`src/rtl/program_counter_stack_pkg.sv`:
```
// Shared types and helpers for the program counter with return stack.
package program_counter_stack_pkg;

  typedef enum logic [2:0] {
    OP_HOLD,
    OP_INC,
    OP_LOAD,
    OP_CALL,
    OP_RET
  } op_e;

  // Fixed priority: RET > CALL > LOAD > INC > hold.
  function automatic op_e decode_op(input logic ret, input logic call,
                                    input logic load, input logic inc);
    if (ret)       return OP_RET;
    else if (call) return OP_CALL;
    else if (load) return OP_LOAD;
    else if (inc)  return OP_INC;
    else           return OP_HOLD;
  endfunction

  function automatic int sp_width(input int depth);
    return $clog2(depth + 1);
  endfunction

endpackage

```
`src/rtl/program_counter_stack_if.sv`:
```
// Request/status bundle between a sequencer and the program counter stack.
interface program_counter_stack_if
  import program_counter_stack_pkg::*;
#(
  parameter int WIDTH = 16,
  parameter int DEPTH = 8
);
  logic                           inc;
  logic                           load;
  logic                           call;
  logic                           ret;
  logic [WIDTH-1:0]               d;
  logic [WIDTH-1:0]               out;
  logic [sp_width(DEPTH)-1:0]     sp;
  logic                           full;
  logic                           empty;
  logic                           err;

  modport master (
    output inc, load, call, ret, d,
    input  out, sp, full, empty, err
  );

  modport slave (
    input  inc, load, call, ret, d,
    output out, sp, full, empty, err
  );
endinterface

```
`src/rtl/program_counter_stack_ret_stack.sv`:
```
// Return-address LIFO; only the occupancy count is reset, the data array is not.
module pc_ret_stack
  import program_counter_stack_pkg::*;
#(
  parameter int WIDTH = 16,
  parameter int DEPTH = 8,
  localparam int SPW = sp_width(DEPTH)
) (
  input  logic             clk,
  input  logic             rst_n,
  input  logic             push,
  input  logic             pop,
  input  logic [WIDTH-1:0] push_data,
  output logic [WIDTH-1:0] top,
  output logic [SPW-1:0]   count,
  output logic             full,
  output logic             empty
);
  // Storage rounded up to a power of two so the index never exceeds the array.
  localparam int AW      = (DEPTH > 1) ? $clog2(DEPTH) : 1;
  localparam int ENTRIES = 1 << AW;

  logic [WIDTH-1:0] mem [ENTRIES];
  logic [SPW-1:0]   cnt_q;
  logic [AW-1:0]    wr_idx;
  logic [AW-1:0]    rd_idx;

  assign wr_idx = cnt_q[AW-1:0];
  assign rd_idx = wr_idx - AW'(1);
  assign top    = mem[rd_idx];
  assign count  = cnt_q;
  assign full   = (cnt_q == SPW'(DEPTH));
  assign empty  = (cnt_q == '0);

  always_ff @(posedge clk) begin
    if (!rst_n)
      cnt_q <= '0;
    else if (push && !full)
      cnt_q <= cnt_q + SPW'(1);
    else if (pop && !empty)
      cnt_q <= cnt_q - SPW'(1);
  end

  always_ff @(posedge clk) begin
    if (rst_n && push && !full)
      mem[wr_idx] <= push_data;
  end

endmodule

```
`src/rtl/program_counter_stack.sv`:
```
// Program counter with increment, jump, call and return over a small return stack.
module program_counter_stack
  import program_counter_stack_pkg::*;
#(
  parameter int          WIDTH      = 16,
  parameter int          DEPTH      = 8,
  parameter int unsigned RESET_ADDR = 0
) (
  input  logic                    clk,
  input  logic                    rst_n,
  program_counter_stack_if.slave  bus
);
  op_e              op;
  logic [WIDTH-1:0] out_q;
  logic [WIDTH-1:0] next_pc;
  logic             err_q;
  logic             err_next;
  logic [WIDTH-1:0] ret_addr;
  logic [WIDTH-1:0] pc_plus1;
  logic             stk_full;
  logic             stk_empty;

  assign op       = decode_op(bus.ret, bus.call, bus.load, bus.inc);
  assign pc_plus1 = out_q + WIDTH'(1);

  pc_ret_stack #(
    .WIDTH (WIDTH),
    .DEPTH (DEPTH)
  ) u_stack (
    .clk       (clk),
    .rst_n     (rst_n),
    .push      (op == OP_CALL),
    .pop       (op == OP_RET),
    .push_data (pc_plus1),
    .top       (ret_addr),
    .count     (bus.sp),
    .full      (stk_full),
    .empty     (stk_empty)
  );

  // Overflowing CALL and underflowing RET leave the PC in place and only flag.
  always_comb begin
    next_pc  = out_q;
    err_next = err_q;
    case (op)
      OP_INC:  next_pc = pc_plus1;
      OP_LOAD: next_pc = bus.d;
      OP_CALL: if (stk_full)  err_next = 1'b1; else next_pc = bus.d;
      OP_RET:  if (stk_empty) err_next = 1'b1; else next_pc = ret_addr;
      default: ;
    endcase
  end

  always_ff @(posedge clk) begin
    if (!rst_n) begin
      out_q <= WIDTH'(RESET_ADDR);
      err_q <= 1'b0;
    end else begin
      out_q <= next_pc;
      err_q <= err_next;
    end
  end

  assign bus.out   = out_q;
  assign bus.err   = err_q;
  assign bus.full  = stk_full;
  assign bus.empty = stk_empty;

endmodule

```
`src/flat_wrapper.sv`:
```
// flat-port wrapper written by rule: the top's interface ports become plain ports
module program_counter_stack_flat import program_counter_stack_pkg::*;
#(
  parameter int          WIDTH      = 16,
  parameter int          DEPTH      = 8,
  parameter int unsigned RESET_ADDR = 0
)
  (clk, rst_n, bus_inc, bus_load, bus_call, bus_ret, bus_d, bus_out, bus_sp, bus_full, bus_empty, bus_err);
  program_counter_stack_if #(.WIDTH(WIDTH), .DEPTH(DEPTH)) bus_i ();
  input  logic clk;
  input  logic rst_n;
  input wire logic [$bits(bus_i.inc)-1:0] bus_inc;
  input wire logic [$bits(bus_i.load)-1:0] bus_load;
  input wire logic [$bits(bus_i.call)-1:0] bus_call;
  input wire logic [$bits(bus_i.ret)-1:0] bus_ret;
  input wire logic [$bits(bus_i.d)-1:0] bus_d;
  output wire logic [$bits(bus_i.out)-1:0] bus_out;
  output wire logic [$bits(bus_i.sp)-1:0] bus_sp;
  output wire logic [$bits(bus_i.full)-1:0] bus_full;
  output wire logic [$bits(bus_i.empty)-1:0] bus_empty;
  output wire logic [$bits(bus_i.err)-1:0] bus_err;
  assign bus_i.inc = bus_inc;
  assign bus_i.load = bus_load;
  assign bus_i.call = bus_call;
  assign bus_i.ret = bus_ret;
  assign bus_i.d = bus_d;
  assign bus_out = bus_i.out;
  assign bus_sp = bus_i.sp;
  assign bus_full = bus_i.full;
  assign bus_empty = bus_i.empty;
  assign bus_err = bus_i.err;
  program_counter_stack #(.WIDTH(WIDTH), .DEPTH(DEPTH), .RESET_ADDR(RESET_ADDR)) u_core (.clk(clk), .rst_n(rst_n), .bus(bus_i));
endmodule
```
`config.mk`:
```
export PLATFORM = sky130hd
export DESIGN_NAME = program_counter_stack_flat
export DESIGN_NICKNAME = d
export VERILOG_FILES = /design/src/rtl/program_counter_stack_pkg.sv /design/src/rtl/program_counter_stack_if.sv /design/src/rtl/program_counter_stack_ret_stack.sv /design/src/rtl/program_counter_stack.sv /design/src/flat_wrapper.sv
export SDC_FILE = /design/constraint.sdc
export NUM_CORES = 1
export LEC_CHECK = 0
export BUFFER_PORTS_ARGS = -buffer_cell sky130_fd_sc_hd__buf_2
export CORE_AREA = 5 5 111 113
export DETAILED_ROUTE_END_ITERATION = 12
export DIE_AREA = 0 0 116 118
export HOLD_SLACK_MARGIN = 0.08
export PLACE_DENSITY_LB_ADDON = 0.2
export SLEW_MARGIN = 10
export SYNTH_ARGS = -nofsm -noshare
export SYNTH_HDL_FRONTEND = slang
export SYNTH_SLANG_ARGS = --single-unit
```
`constraint.sdc`:
```
create_clock -name clk -period 4.3 [get_ports clk]
set_clock_uncertainty 0.2 [all_clocks]
set_input_delay 0.645 -clock clk [delete_from_list [all_inputs] [get_ports clk]]
set_output_delay 0.645 -clock clk [all_outputs]
set_load 0.01 [all_outputs]
```
After elaboration in Yosys (flattened, before gate mapping):

Memory sizes are Yosys's and may differ from the RTL's.
Index checks and enable logic that the tools add are counted.

* eq/ne operators: 9
* muxes and demuxes: 14
* reduce and logical (&&, ||, !) cells: 12
* $add $sub $neg: 4

Operator list (count)
* $pmux 16 s4: 1
* $mux 16: 2
* $add 16x1->16 const B: 1
* $mux 3: 3
* $mux 4: 2
* $eq 3x2->1 const B: 2
* $reduce_and 3->1: 2
* $mux 1: 5
* $add 4x1->4 const B: 1
* $eq 4x4->1 const B: 1
* $logic_and 1x1->1: 4
* $logic_not 4->1: 1
* $ne 2x1->1 const B: 2
* $ne 2x2->1 const B: 2
* $reduce_bool 2->1: 2
* $reduce_bool 4->1: 1
* $sub 4x1->4 const B: 1
* $eq 3x1->1 const B: 1
* $eq 3x3->1 const B: 1
* $sub 3x1->3 const B: 1
* $logic_not 1->1: 2
* $pmux 1 s2: 1

* memories kept: 1
* register bits: 21
* input bits: 22
* memory bits (writable): 128
* output and inout port bits: 23

Memories
* u_core.u_stack.mem: depth 8, width 16, read ports 1, clocked after Yosys merged registers in 0, wr ports 1, RTL line program_counter_stack_ret_stack.sv:23 `logic [WIDTH-1:0] mem [ENTRIES];`

Logic depth before layout (Yosys ltp):

Gate-level depths: netlist of the first run.

* word-level depth: 9
* gate-level depth with buffers: 11
* mapped depth without buffers: 10

Hierarchy:

From an unflattened synthesis of the first run, not the netlist that was laid out.

* cells, all modules: 424
* area total of the unflattened synthesis: 6676.4 um^2

Modules (own cells, without submodules)
* pc_ret_stack: instances 1, area each 5277.6 um^2, cells each 235
* program_counter_stack: instances 1, area each 1398.8 um^2, cells each 189

Worst setup path before layout of the first run:

No wires, ideal clock.

* path type: register to register
* from: reg u_core.u_stack.cnt_q[0] (netlist: u_core.u_stack.count[0])
* to: mem u_core.u_stack.mem[1][0] (enable)
* path buffers: 1
* setup time: 0.409 ns
* arrival time: 2.975 ns
* cell stages (with the launch flop): 8
* setup slack: 0.716 ns
* path through: dfxtp_1 -> buf_2 -> inv_1 -> ha_1 -> nor2b_1 -> a21oi_1 -> nand3_1 -> nor3_1

* longest elaborated chain between the ends: 5

RTL lines
* from (decl): RTL line program_counter_stack_ret_stack.sv:24 `logic [SPW-1:0] cnt_q;`
* from (signal assigned): RTL line program_counter_stack_ret_stack.sv:39 `cnt_q <= cnt_q + SPW'(1);`
* from (signal assigned): RTL line program_counter_stack_ret_stack.sv:41 `cnt_q <= cnt_q - SPW'(1);`
* $eq 4x4->1: RTL line program_counter_stack_ret_stack.sv:32 `assign full = (cnt_q == SPW'(DEPTH));`
* $logic_not 1->1: RTL line program_counter_stack_ret_stack.sv:45 `if (rst_n && push && !full)`
* $logic_and 1x1->1: RTL line program_counter_stack_ret_stack.sv:45
* $mux 1: RTL line program_counter_stack_ret_stack.sv:45
* $mux 1 (not written as such): RTL line program_counter_stack_ret_stack.sv:46 `mem[wr_idx] <= push_data;`
* to (decl): RTL line program_counter_stack_ret_stack.sv:23

Several ways; a longest one is shown, not always the timed one.

Final worst setup path of the first run:

* from: reg u_core.u_stack.cnt_q[1] (netlist: u_core.u_stack.count[1])
* to: mem u_core.u_stack.mem[7][6] (enable)

Same word-level chain as after synthesis.

==> flow_summary.json, run 1 <==
{
  "syn_to_final_growth_pct": 13.89,
  "switching_share": 0.3387,
  "netlist_area_um2": 6520,
  "clock_sinks": 149,
  "layout-drive-gt1-share": 0.2428,
  "ys_seq_elements": 149,
  "synth_cell_types": 55,
  "synth_edf_count": 128,
  "avgViaCountPerCell": 6.475,
  "synth_warnings": 0,
  "worst_slew_pin_slew_ps": 1209,
  "dieWidth_um": 116,
  "ant_nets": 0,
  "gr-usage-all-layers": 0.2378,
  "cts_resized": 0,
  "worst-setup-path-type": "reg -> reg",
  "drc_errors": 0,
  "comb_power_share": 0.325,
  "grt_pass1_wl_um": 23670,
  "placed_area_um2": 6904,
  "cts_buffers": 17,
  "syn_inst": 424,
  "fillers": 807,
  "finalHoldViolations": 0,
  "io_pins": 45,
  "grt_max_degree": 33,
  "die_h_um": 118,
  "fin_crit_ps": 3213,
  "p_seq_frac": 0.414,
  "rows": 39,
  "fmax_ghz": 0.3112,
  "crit_family": "simple AND/OR/NAND/NOR gates",
  "drtIter0Drc": 385,
  "cp_max_fo": 9,
  "crit_required_ps": 4230,
  "htree_levels": 4,
  "rsz0062_at_grt": "false",
  "start_util": 0.5809,
  "setup_tns_ps": 0,
  "slew_headroom": 0.1875,
  "hpwl_um": 10120,
  "worst_setup_path_start_kind": "register",
  "antenna_found_initial": 0,
  "ys_seq_area_frac": 0.6540,
  "first_pass_iters": 5,
  "worstSkewPairLatency_ps": 420,
  "hp-class": "reg -> reg",
  "p_leak_nw": 2.607,
  "gp_congestion": 0.8623,
  "synthArstFlopShare": 0,
  "n_antenna_cell": 0,
  "powerDensity_nw_per_um2": 685.1,
  "cts_setup_buffers": 0,
  "syn-num-nets": 451,
  "slew_violations": 0,
  "status": "complete, no violations",
  "cp.buffers_inverters": 2,
  "setup_viol": 0,
  "p_switching_mw": 1.723,
  "grt_overflow": 0,
  "intPower_mw": 3.364,
  "crit_slowest_cell": "nor2_2",
  "fin_nets": 501,
  "synth.avg_cell_area_um2": 15.38,
  "core_um2": 11220,
  "clk_path_buf_depth": 2,
  "clk_pin_slew_ps": 60,
  "grt_pass1_vias": 4056,
  "cts_tree": "done",
  "drv_cap": 0,
  "seq_area_um2": 4265,
  "wirelength_um": 15450,
  "routedWlPerCell_um": 24.57,
  "p_clk_frac": 0.260,
  "portBuffers": 44,
  "ir_worst_vdd_mv": 0.4796,
  "clockRootBuffer": "clkbuf_16",
  "max_stage_delay_ps": 580,
  "multi_input_area_um2": 2123,
  "cp.arrival_ps": 3140,
  "end_kind": "register",
  "crit_chain": "inv_1 > ha_1 > nor2b_1 > a21oi_1 > nand3_1 > nor2_2 > buf_4",
  "die-area_um2": 13690,
  "cts_hold_repair.buffers": 0,
  "timing.final.crit_share": 0.7473,
  "vias": 4073,
  "synth_ff_type": "edfxtp_1",
  "final_cell_area_um2": 7426
}
==> synth_stat cells, drive strengths merged, types with 2 or more instances <==
cell	n	area (um^2)
a21boi	2	15.01
a21o	6	45.04
a21oi	9	45.04
a221oi	3	26.28
a311oi	2	17.52
a31oi	5	31.28
a32o	3	30.03
and2	4	25.02
and3	3	18.77
and4	3	26.28
buf	13	82.58
clkbuf	13	48.80
dfxtp	21	420.4
edfxtp	128	3844
ha	4	50.05
inv	5	18.77
mux2i	5	50.05
mux4	33	773.2
nand2	37	138.9
nand2b	4	25.02
nand3	21	105.1
nand4	6	52.55
nor2	23	86.33
nor2b	3	18.77
nor3	6	30.03
o2111a	3	33.78
o21a	3	22.52
o21ai	12	60.05
o22ai	3	18.77
o311a	2	20.02
o31ai	2	15.01
o32ai	2	17.52
or3	3	18.77
xnor2	12	105.1
xor2	7	68.82
==> per-stage QoR <==
step | cells | power (mW) | worst slack, ps | hold WS [ps] | util
after CTS | 629 | 5.100 | 1089 | 270.5 | 0.6617
final | 629 | 5.087 | 1087 | 264.1 | 0.6617
after detailed placement | 598 | 3.781 | 1111 | 257.7 | 0.6152
after floorplan | 424 | 3.250 | 715.9 | 301.7 | -
after global placement | 598 | 3.764 | 1189 | 248.6 | 0.6152
after global routing | 629 | 5.317 | 869.3 | 278.7 | 0.6617
==> flip-flops by register name, indices dropped and copies added, names as in the netlist <==
register	flops
u_core.u_stack.mem	128
u_core.u_stack.count	4
u_core.bus.out	16
u_core.bus.err	1
==> power by group through the flow <==
stage               clock network, mW  logic [mW]  registers [mW]
global route                     1.40        1.79            2.13
detailed placement                  0        1.65            2.13
floorplan                           0        1.16            2.09
global placement                    0        1.64            2.12
CTS                              1.34        1.66            2.10
finish                           1.32        1.66            2.11
==> kinds of logic (layout without fill, tap and decap cells) <==
group / Yosys count / in the layout / synth area share
buffers and inverters: 31 / 93 / 0.02303
xor gates and xnor gates: 19 / 19 / 0.02667
adders and majority gates: 5 / 5 / 0.01075
and+or+nand+nor: 117 / 117 / 0.08808
DFF: 149 / 149 / 0.6540
muxes: 38 / 38 / 0.1263
AOI/OAI and AO/OA: 65 / 65 / 0.07120
==> metal layers <==
metal / GRT usage / share of wire
met5: 0 / 0
met4: 0.09427 / 0.027
met3: 0.06838 / 0.091
met2: 0.3371 / 0.46
met1: 0.3480 / 0.43
==> layout make-up <==
cell class / count / area share
repair buffers: 57 / 0.04280
inverters: 5 / 0.002527
flip-flops and latches: 149 / 0.5744
clock inverters: 13 / 0.01247
clock buffers: 18 / 0.05779
multi-input cells: 244 / 0.2859
well taps: 143 / 0.02409
==> layout by cell type, fill, tap and decap left out, drive strengths merged, types with 6 or more instances in the layout <==
master,count
xnor2,12
nor2,23
nand3,21
dfxtp,21
edfxtp,128
xor2,7
mux4,33
a21o,6
clkbuf,18
clkinv,9
o21ai,12
a21oi,9
buf,57
nor3,6
nand2,37
nand4,6
==> path summary, 6_finish.rpt <==
kind,start,end,slack [ps],cells after the start
max,u_core.u_stack.count[1],u_core.u_stack.mem[7][6],1090,7
min reg2reg,u_core.bus.err,u_core.bus.err,260,1
min,u_core.bus.err,u_core.bus.err,260,1
max reg2reg,u_core.u_stack.count[1],u_core.u_stack.mem[7][6],1090,7
No activity file was read; power rests on OpenSTA's default activity.
==> inputs of run 2 (changes only) <==
--- a/config.mk
+++ b/config.mk
@@ -6,9 +6,9 @@
 export NUM_CORES = 1
 export LEC_CHECK = 0
 export BUFFER_PORTS_ARGS = -buffer_cell sky130_fd_sc_hd__buf_2
-export CORE_AREA = 5 5 111 113
+export CORE_AREA = 5 5 116 118
 export DETAILED_ROUTE_END_ITERATION = 12
-export DIE_AREA = 0 0 116 118
+export DIE_AREA = 0 0 121 123
 export HOLD_SLACK_MARGIN = 0.08
 export PLACE_DENSITY_LB_ADDON = 0.2
 export SLEW_MARGIN = 10
==> constraint.sdc (replaced) <==
create_clock -name clk -period 2.66 [get_ports clk]
set_clock_uncertainty 0.2 [all_clocks]
set_input_delay 0.399 -clock clk [delete_from_list [all_inputs] [get_ports clk]]
set_output_delay 0.399 -clock clk [all_outputs]
set_load 0.01 [all_outputs]
==> run 2 against run 1 <==
Via count increased by 2.1%. First-iteration DRC count increased by 26%. Setup slack got worse by 970 ps. Clock power increased by 89%. Count of clock-buffer cells in the layout increased by 5. Power increased by 73%. Combinational power increased by 76%. Fmax increased by 26%. Global-route usage decreased by 0.74 points. Critical path type unchanged. Largest power group unchanged. Highest routed layer unchanged.
==> flow_summary.json, run 2 (synthesized netlist as in run 1, its figures left out) <==
{
  "htree_levels": 4,
  "drc_errors": 0,
  "intPower_mw": 5.957,
  "fin_nets": 522,
  "cts_setup_buffers": 0,
  "avgViaCountPerCell": 6.116,
  "worst-setup-path-type": "reg -> reg",
  "crit_required_ps": 2770,
  "crit_slowest_cell": "mux4_1",
  "worst_setup_path_start_kind": "register",
  "gp_congestion": 0.8796,
  "powerDensity_nw_per_um2": 1125,
  "clock_sinks": 149,
  "hold_depth": 3,
  "layout-drive-gt1-share": 0.2933,
  "finalHoldViolations": 0,
  "fmax_ghz": 0.3933,
  "slew_violations": 0,
  "p_switching_mw": 2.830,
  "timing.final.crit_share": 0.9559,
  "p_clk_frac": 0.285,
  "worstSkewPairLatency_ps": 420,
  "clk_pin_slew_ps": 60,
  "switching_share": 0.3221,
  "drt-met1-wl_um": 6604,
  "clk_path_buf_depth": 2,
  "max_stage_delay_ps": 600,
  "hp-class": "in -> reg",
  "start_util": 0.5274,
  "wl_met3_um": 1373,
  "io_pins": 45,
  "dp.cells": 648,
  "slew_headroom": 0.4987,
  "status": "complete, no violations",
  "reg2reg_setup_slack_ps": 120,
  "r2r_start": "u_core.u_stack.count[0]",
  "fin_crit_ps": 2543,
  "n_antenna_cell": 0,
  "worstHoldStart": "bus_d[6]",
  "hpwl_um": 10540,
  "wirelength_um": 16150,
  "drv_cap": 0,
  "core_um2": 12360,
  "final_cell_area_um2": 7809,
  "r2r_cells": 8,
  "worstReg2RegEnd": "u_core.bus.out[13]",
  "end_kind": "register",
  "routedWlPerCell_um": 23.75,
  "top_register": "u_core.u_stack.mem",
  "gr-usage-all-layers": 0.2305,
  "largest_reg_flops": 128,
  "cts_buffers": 17,
  "grt_overflow": 0,
  "rsz0062_at_grt": "false",
  "worst_slew_pin_slew_ps": 746.6,
  "drtIter0Drc": 487,
  "comb_power_share": 0.332,
  "die-area_um2": 14880,
  "grt_pass1_wl_um": 24590,
  "portBuffers": 44,
  "rows": 41,
  "vias": 4159,
  "layout_commonest_cell": "edfxtp_1",
  "setup_tns_ps": 0,
  "cp_max_fo": 14,
  "grt_max_degree": 33,
  "clockRootBuffer": "clkbuf_16",
  "fin_cells": 680,
  "p_leak_nw": 2.760,
  "p_seq_frac": 0.383,
  "setup_viol": 0,
  "grt_pass1_vias": 4147,
  "hold_end": "u_core.bus.out[6]",
  "ir_worst_vdd_mv": 0.4435,
  "crit_chain": "inv_1 > ha_2 > xor2_2 > buf_4 > mux4_1 > o22ai_1 > o21ai_1 > o311a_1",
  "ant_nets": 0,
  "routed-wl-met2_um": 7843,
  "antenna_found_initial": 0,
  "cts_tree": "done",
  "top_layer_used": "met4",
  "cp.arrival_ps": 2650,
  "layout_common_cells": "128 x edfxtp_1, 44 x buf_2, 37 x nand2_1",
  "die_h_um": 123,
  "first_pass_iters": 5,
  "dieWidth_um": 121,
  "syn_to_final_growth_pct": 19.77,
  "placed_area_um2": 7186
}
==> run 2: cell count changes in the layout (fill, tap and decap cells not counted), sizes merged <==
cell    before  now
buf         57   78
clkinv       9    2
clkbuf      18   23
bufinv       1    4
==> run 2: what timing repair did <==
action | 4_1_cts | 5_1_grt
setup endpoints to repair | 0 | 1
resized for setup | 0 | 1
hold buffers | 0 | 0
==> run 2: worst max-delay path by stage <==
stage | startpoint | end | slack, ps | cells after the start
finish | u_core.u_stack.count[0] | u_core.bus.out[13] | 120 | 8
CTS | u_core.u_stack.count[0] | u_core.bus.out[13] | 160 | 8
global placement | u_core.u_stack.count[0] | u_core.bus.out[13] | 200 | 8
detailed placement | u_core.u_stack.count[0] | u_core.bus.out[13] | 170 | 8
global route | u_core.u_stack.count[0] | u_core.bus.out[13] | 40 | 8
floorplan | u_core.u_stack.count[0] | u_core.u_stack.count[3] | 60 | 11
==> run 2: layout make-up <==
class	count	area, um^2
clock inverters	9	152.6
repair buffers	78	513.0
multi-input cells	244	2172
fillers	908	4554
flip-flops and latches	149	4269
well taps	172	215.2
clock buffers	23	467.9
inverters	5	18.77
==> run 2: per-stage QoR <==
step	setup slack (ps)	power, mW	util	hold WS (ps)
after floorplan	55.98	5.305	-	301.7
after global placement	203.4	6.243	0.5812	277.6
after detailed placement	174.2	6.312	0.5812	296.6
after CTS	162.5	8.835	0.6314	138.6
after global routing	37.41	9.197	0.6316	154.7
final	117.3	8.787	0.6316	160.9
==> run 2: per-layer routing <==
metal | GRT usage | vias up
met5 | 0 | -
li1 | - | 1817
met4 | 0.1034 | 0
met2 | 0.3619 | 221
met3 | 0.04941 | 28
met1 | 0.3130 | 2093
==> run 2: critical path, delay by kind of cell, from the launching register on <==
| kind | cells | cell delay, ps |
|---|---|---|
| adders and majority gates | 1 | 260 |
| buffers and inverters | 2 | 430 |
| muxes | 1 | 600 |
| AOI/OAI and AO/OA | 3 | 450 |
| xor gates and xnor gates | 1 | 140 |
| DFF | 1 | 330 |
==> run 2: power groups by stage <==
| stage | Sequential, mW | Clock (mW) | Combinational (mW) |
|---|---|---|---|
| 2_1_floorplan | 3.38 | 0 | 1.92 |
| 3_3_place_gp | 3.38 | 0 | 2.87 |
| 3_5_place_dp | 3.39 | 0 | 2.92 |
| 4_1_cts | 3.35 | 2.54 | 2.94 |
| 5_1_grt | 3.39 | 2.65 | 3.16 |
| 6_report | 3.36 | 2.50 | 2.92 |
==> inputs of run 3 (changes only) <==
--- a/config.mk
+++ b/config.mk
@@ -5,12 +5,12 @@
 export SDC_FILE = /design/constraint.sdc
 export NUM_CORES = 1
 export LEC_CHECK = 0
-export BUFFER_PORTS_ARGS = -buffer_cell sky130_fd_sc_hd__buf_2
-export CORE_AREA = 5 5 116 118
+export BUFFER_PORTS_ARGS = -buffer_cell sky130_fd_sc_hd__clkbuf_2
+export CORE_AREA = 5 5 121 123
 export DETAILED_ROUTE_END_ITERATION = 12
-export DIE_AREA = 0 0 121 123
+export DIE_AREA = 0 0 126 128
 export HOLD_SLACK_MARGIN = 0.08
-export PLACE_DENSITY_LB_ADDON = 0.2
+export PLACE_DENSITY_LB_ADDON = 0.25
 export SLEW_MARGIN = 10
 export SYNTH_ARGS = -nofsm -noshare
 export SYNTH_HDL_FRONTEND = slang
==> run 3 against run 2 <==
Core utilization shrank 5.1 points. Power shrank 1.9%. Clock power shrank 8.0%. Sequential power is essentially flat. Register-to-register slack gained 50 ps. Cell count grew 1.8%. Global-route usage shrank 2.2 points. Flip-flop and latch count is the same. Non-clock buffer count grew 4. Critical path depth grew 2. Largest cell class unchanged.
==> flow_summary.json, run 3 (synthesized netlist as in run 1, its figures left out) <==
{
  "status": "complete, no violations",
  "dp.cells": 658,
  "routedWlPerCell_um": 23.04,
  "clock_sinks": 149,
  "cp_max_fo": 6,
  "hp-class": "in -> reg",
  "hold_depth": 3,
  "htree_levels": 4,
  "wirelength_um": 15950,
  "avgViaCountPerCell": 6.108,
  "hpwl_um": 10270,
  "gr-usage-all-layers": 0.2087,
  "fmax_ghz": 0.4008,
  "syn_to_final_growth_pct": 20.65,
  "slew_violations": 0,
  "grt_pass1_wl_um": 24780,
  "antenna_found_initial": 0,
  "fin_nets": 526,
  "rows": 43,
  "slew_headroom": 0.5370,
  "grt_pass1_vias": 4188,
  "top_register": "u_core.u_stack.mem",
  "end_kind": "register",
  "grt_max_degree": 33,
  "die_h_um": 128,
  "drv_cap": 0,
  "finalHoldViolations": 0,
  "worst_slew_pin_slew_ps": 689.6,
  "worst-setup-path-type": "reg -> reg",
  "clk_path_buf_depth": 2,
  "start_util": 0.4809,
  "layout_common_cells": "128 x edfxtp_1, 44 x clkbuf_2, 37 x nand2_1",
  "cts_buffers": 17,
  "n_antenna_cell": 0,
  "ant_nets": 0,
  "first_pass_iters": 5,
  "setup_ws_ps": 165.1,
  "fin_cells": 692,
  "drtIter0Drc": 420,
  "fin_crit_ps": 2495,
  "p_leak_nw": 2.769,
  "cts_hold_repair.buffers": 0,
  "dpl_worst_slack_ps": 137.4,
  "io_pins": 45,
  "worst_setup_path_start_kind": "register",
  "setup_viol": 0,
  "powerDensity_nw_per_um2": 1096,
  "dieWidth_um": 126,
  "grt_overflow": 0,
  "drc_errors": 0,
  "largest_reg_flops": 128,
  "ir_worst_vdd_mv": 0.6195,
  "placed_area_um2": 7286,
  "setup_tns_ps": 0,
  "power_mw": 8.624,
  "clk_pin_slew_ps": 60,
  "worstSkewPairLatency_ps": 420,
  "cp.arrival_ps": 2650,
  "layout-drive-gt1-share": 0.2969,
  "crit_required_ps": 2810,
  "die-area_um2": 16130,
  "rsz0062_at_grt": "false",
  "portBuffers": 44,
  "clockRootBuffer": "clkbuf_16",
  "layout_commonest_cell": "edfxtp_1",
  "cts_tree": "done",
  "r2r_cells": 10,
  "final_cell_area_um2": 7866,
  "vias": 4227,
  "gp_congestion": 0.8811,
  "core_um2": 13560,
  "cts_resized": 0,
  "timing.final.crit_share": 0.9379,
  "cts_setup_buffers": 0
}
[run 3: cell types whose count changed in the layout (fill, tap and decap cells not counted), moves of 3 or more]
| cell | previous run | this run |
|---|---|---|
| buf_2 | 44 | 0 |
| clkbuf_2 | 0 | 44 |
| clkinv_4 | 0 | 3 |
| buf_12 | 3 | 9 |
[run 3: critical path, cell delays in order (launching register included)]
cell and delay (ps):
dfxtp_4 340, inv_1 50, ha_2 220, nor2b_1 160, a21oi_2 260, inv_1 130, ha_1 290, a21o_1 170
a21oi_1 190, mux4_2 320, nor2b_1 110
[run 3: cell type report]
cell class,instances,area (um^2)
Inverter,5,18.77
Multi-Input combinational cell,244,2170
Clock buffer,19,432.9
Fill cell,1081,5692
Sequential cell,149,4269
Clock inverter,13,132.6
Timing Repair Buffer,82,618.1
Tap cell,180,225.2
[run 3: path summary, 6_finish.rpt]
check,startpoint,endpoint,slack [ps]
setup / recovery,u_core.u_stack.count[0],u_core.u_stack.count[3],170
hold / removal,bus_d[6],u_core.bus.out[6],170
setup reg to reg,u_core.u_stack.count[0],u_core.u_stack.count[3],170
hold reg to reg,u_core.bus.err,u_core.bus.err,310
[run 3: layer usage]
layer	track usage	part of all wire	vias up
met5	0	0	-
met1	0.2856	0.43	2150
met4	0.09085	0.028	0
met3	0.04583	0.075	33
li1	-	-	1833
met2	0.3252	0.47	211
[run 3: stage by stage]
step / hold WS (ps) / util
finish: 172.6 / 0.5802
global route: 217.4 / 0.5802
CTS: 162.5 / 0.5791
detailed placement: 302.4 / 0.5374
global placement: 303.9 / 0.5374
floorplan: 301.7 / -
[run 3: where the power goes]
part           switching (mW)  total [mW]  internal [mW]  leakage (nW)
combinational            1.68        2.98           1.31          1.15
clock                   0.921        2.30           1.37         0.272
sequential              0.273        3.35           3.07          1.34
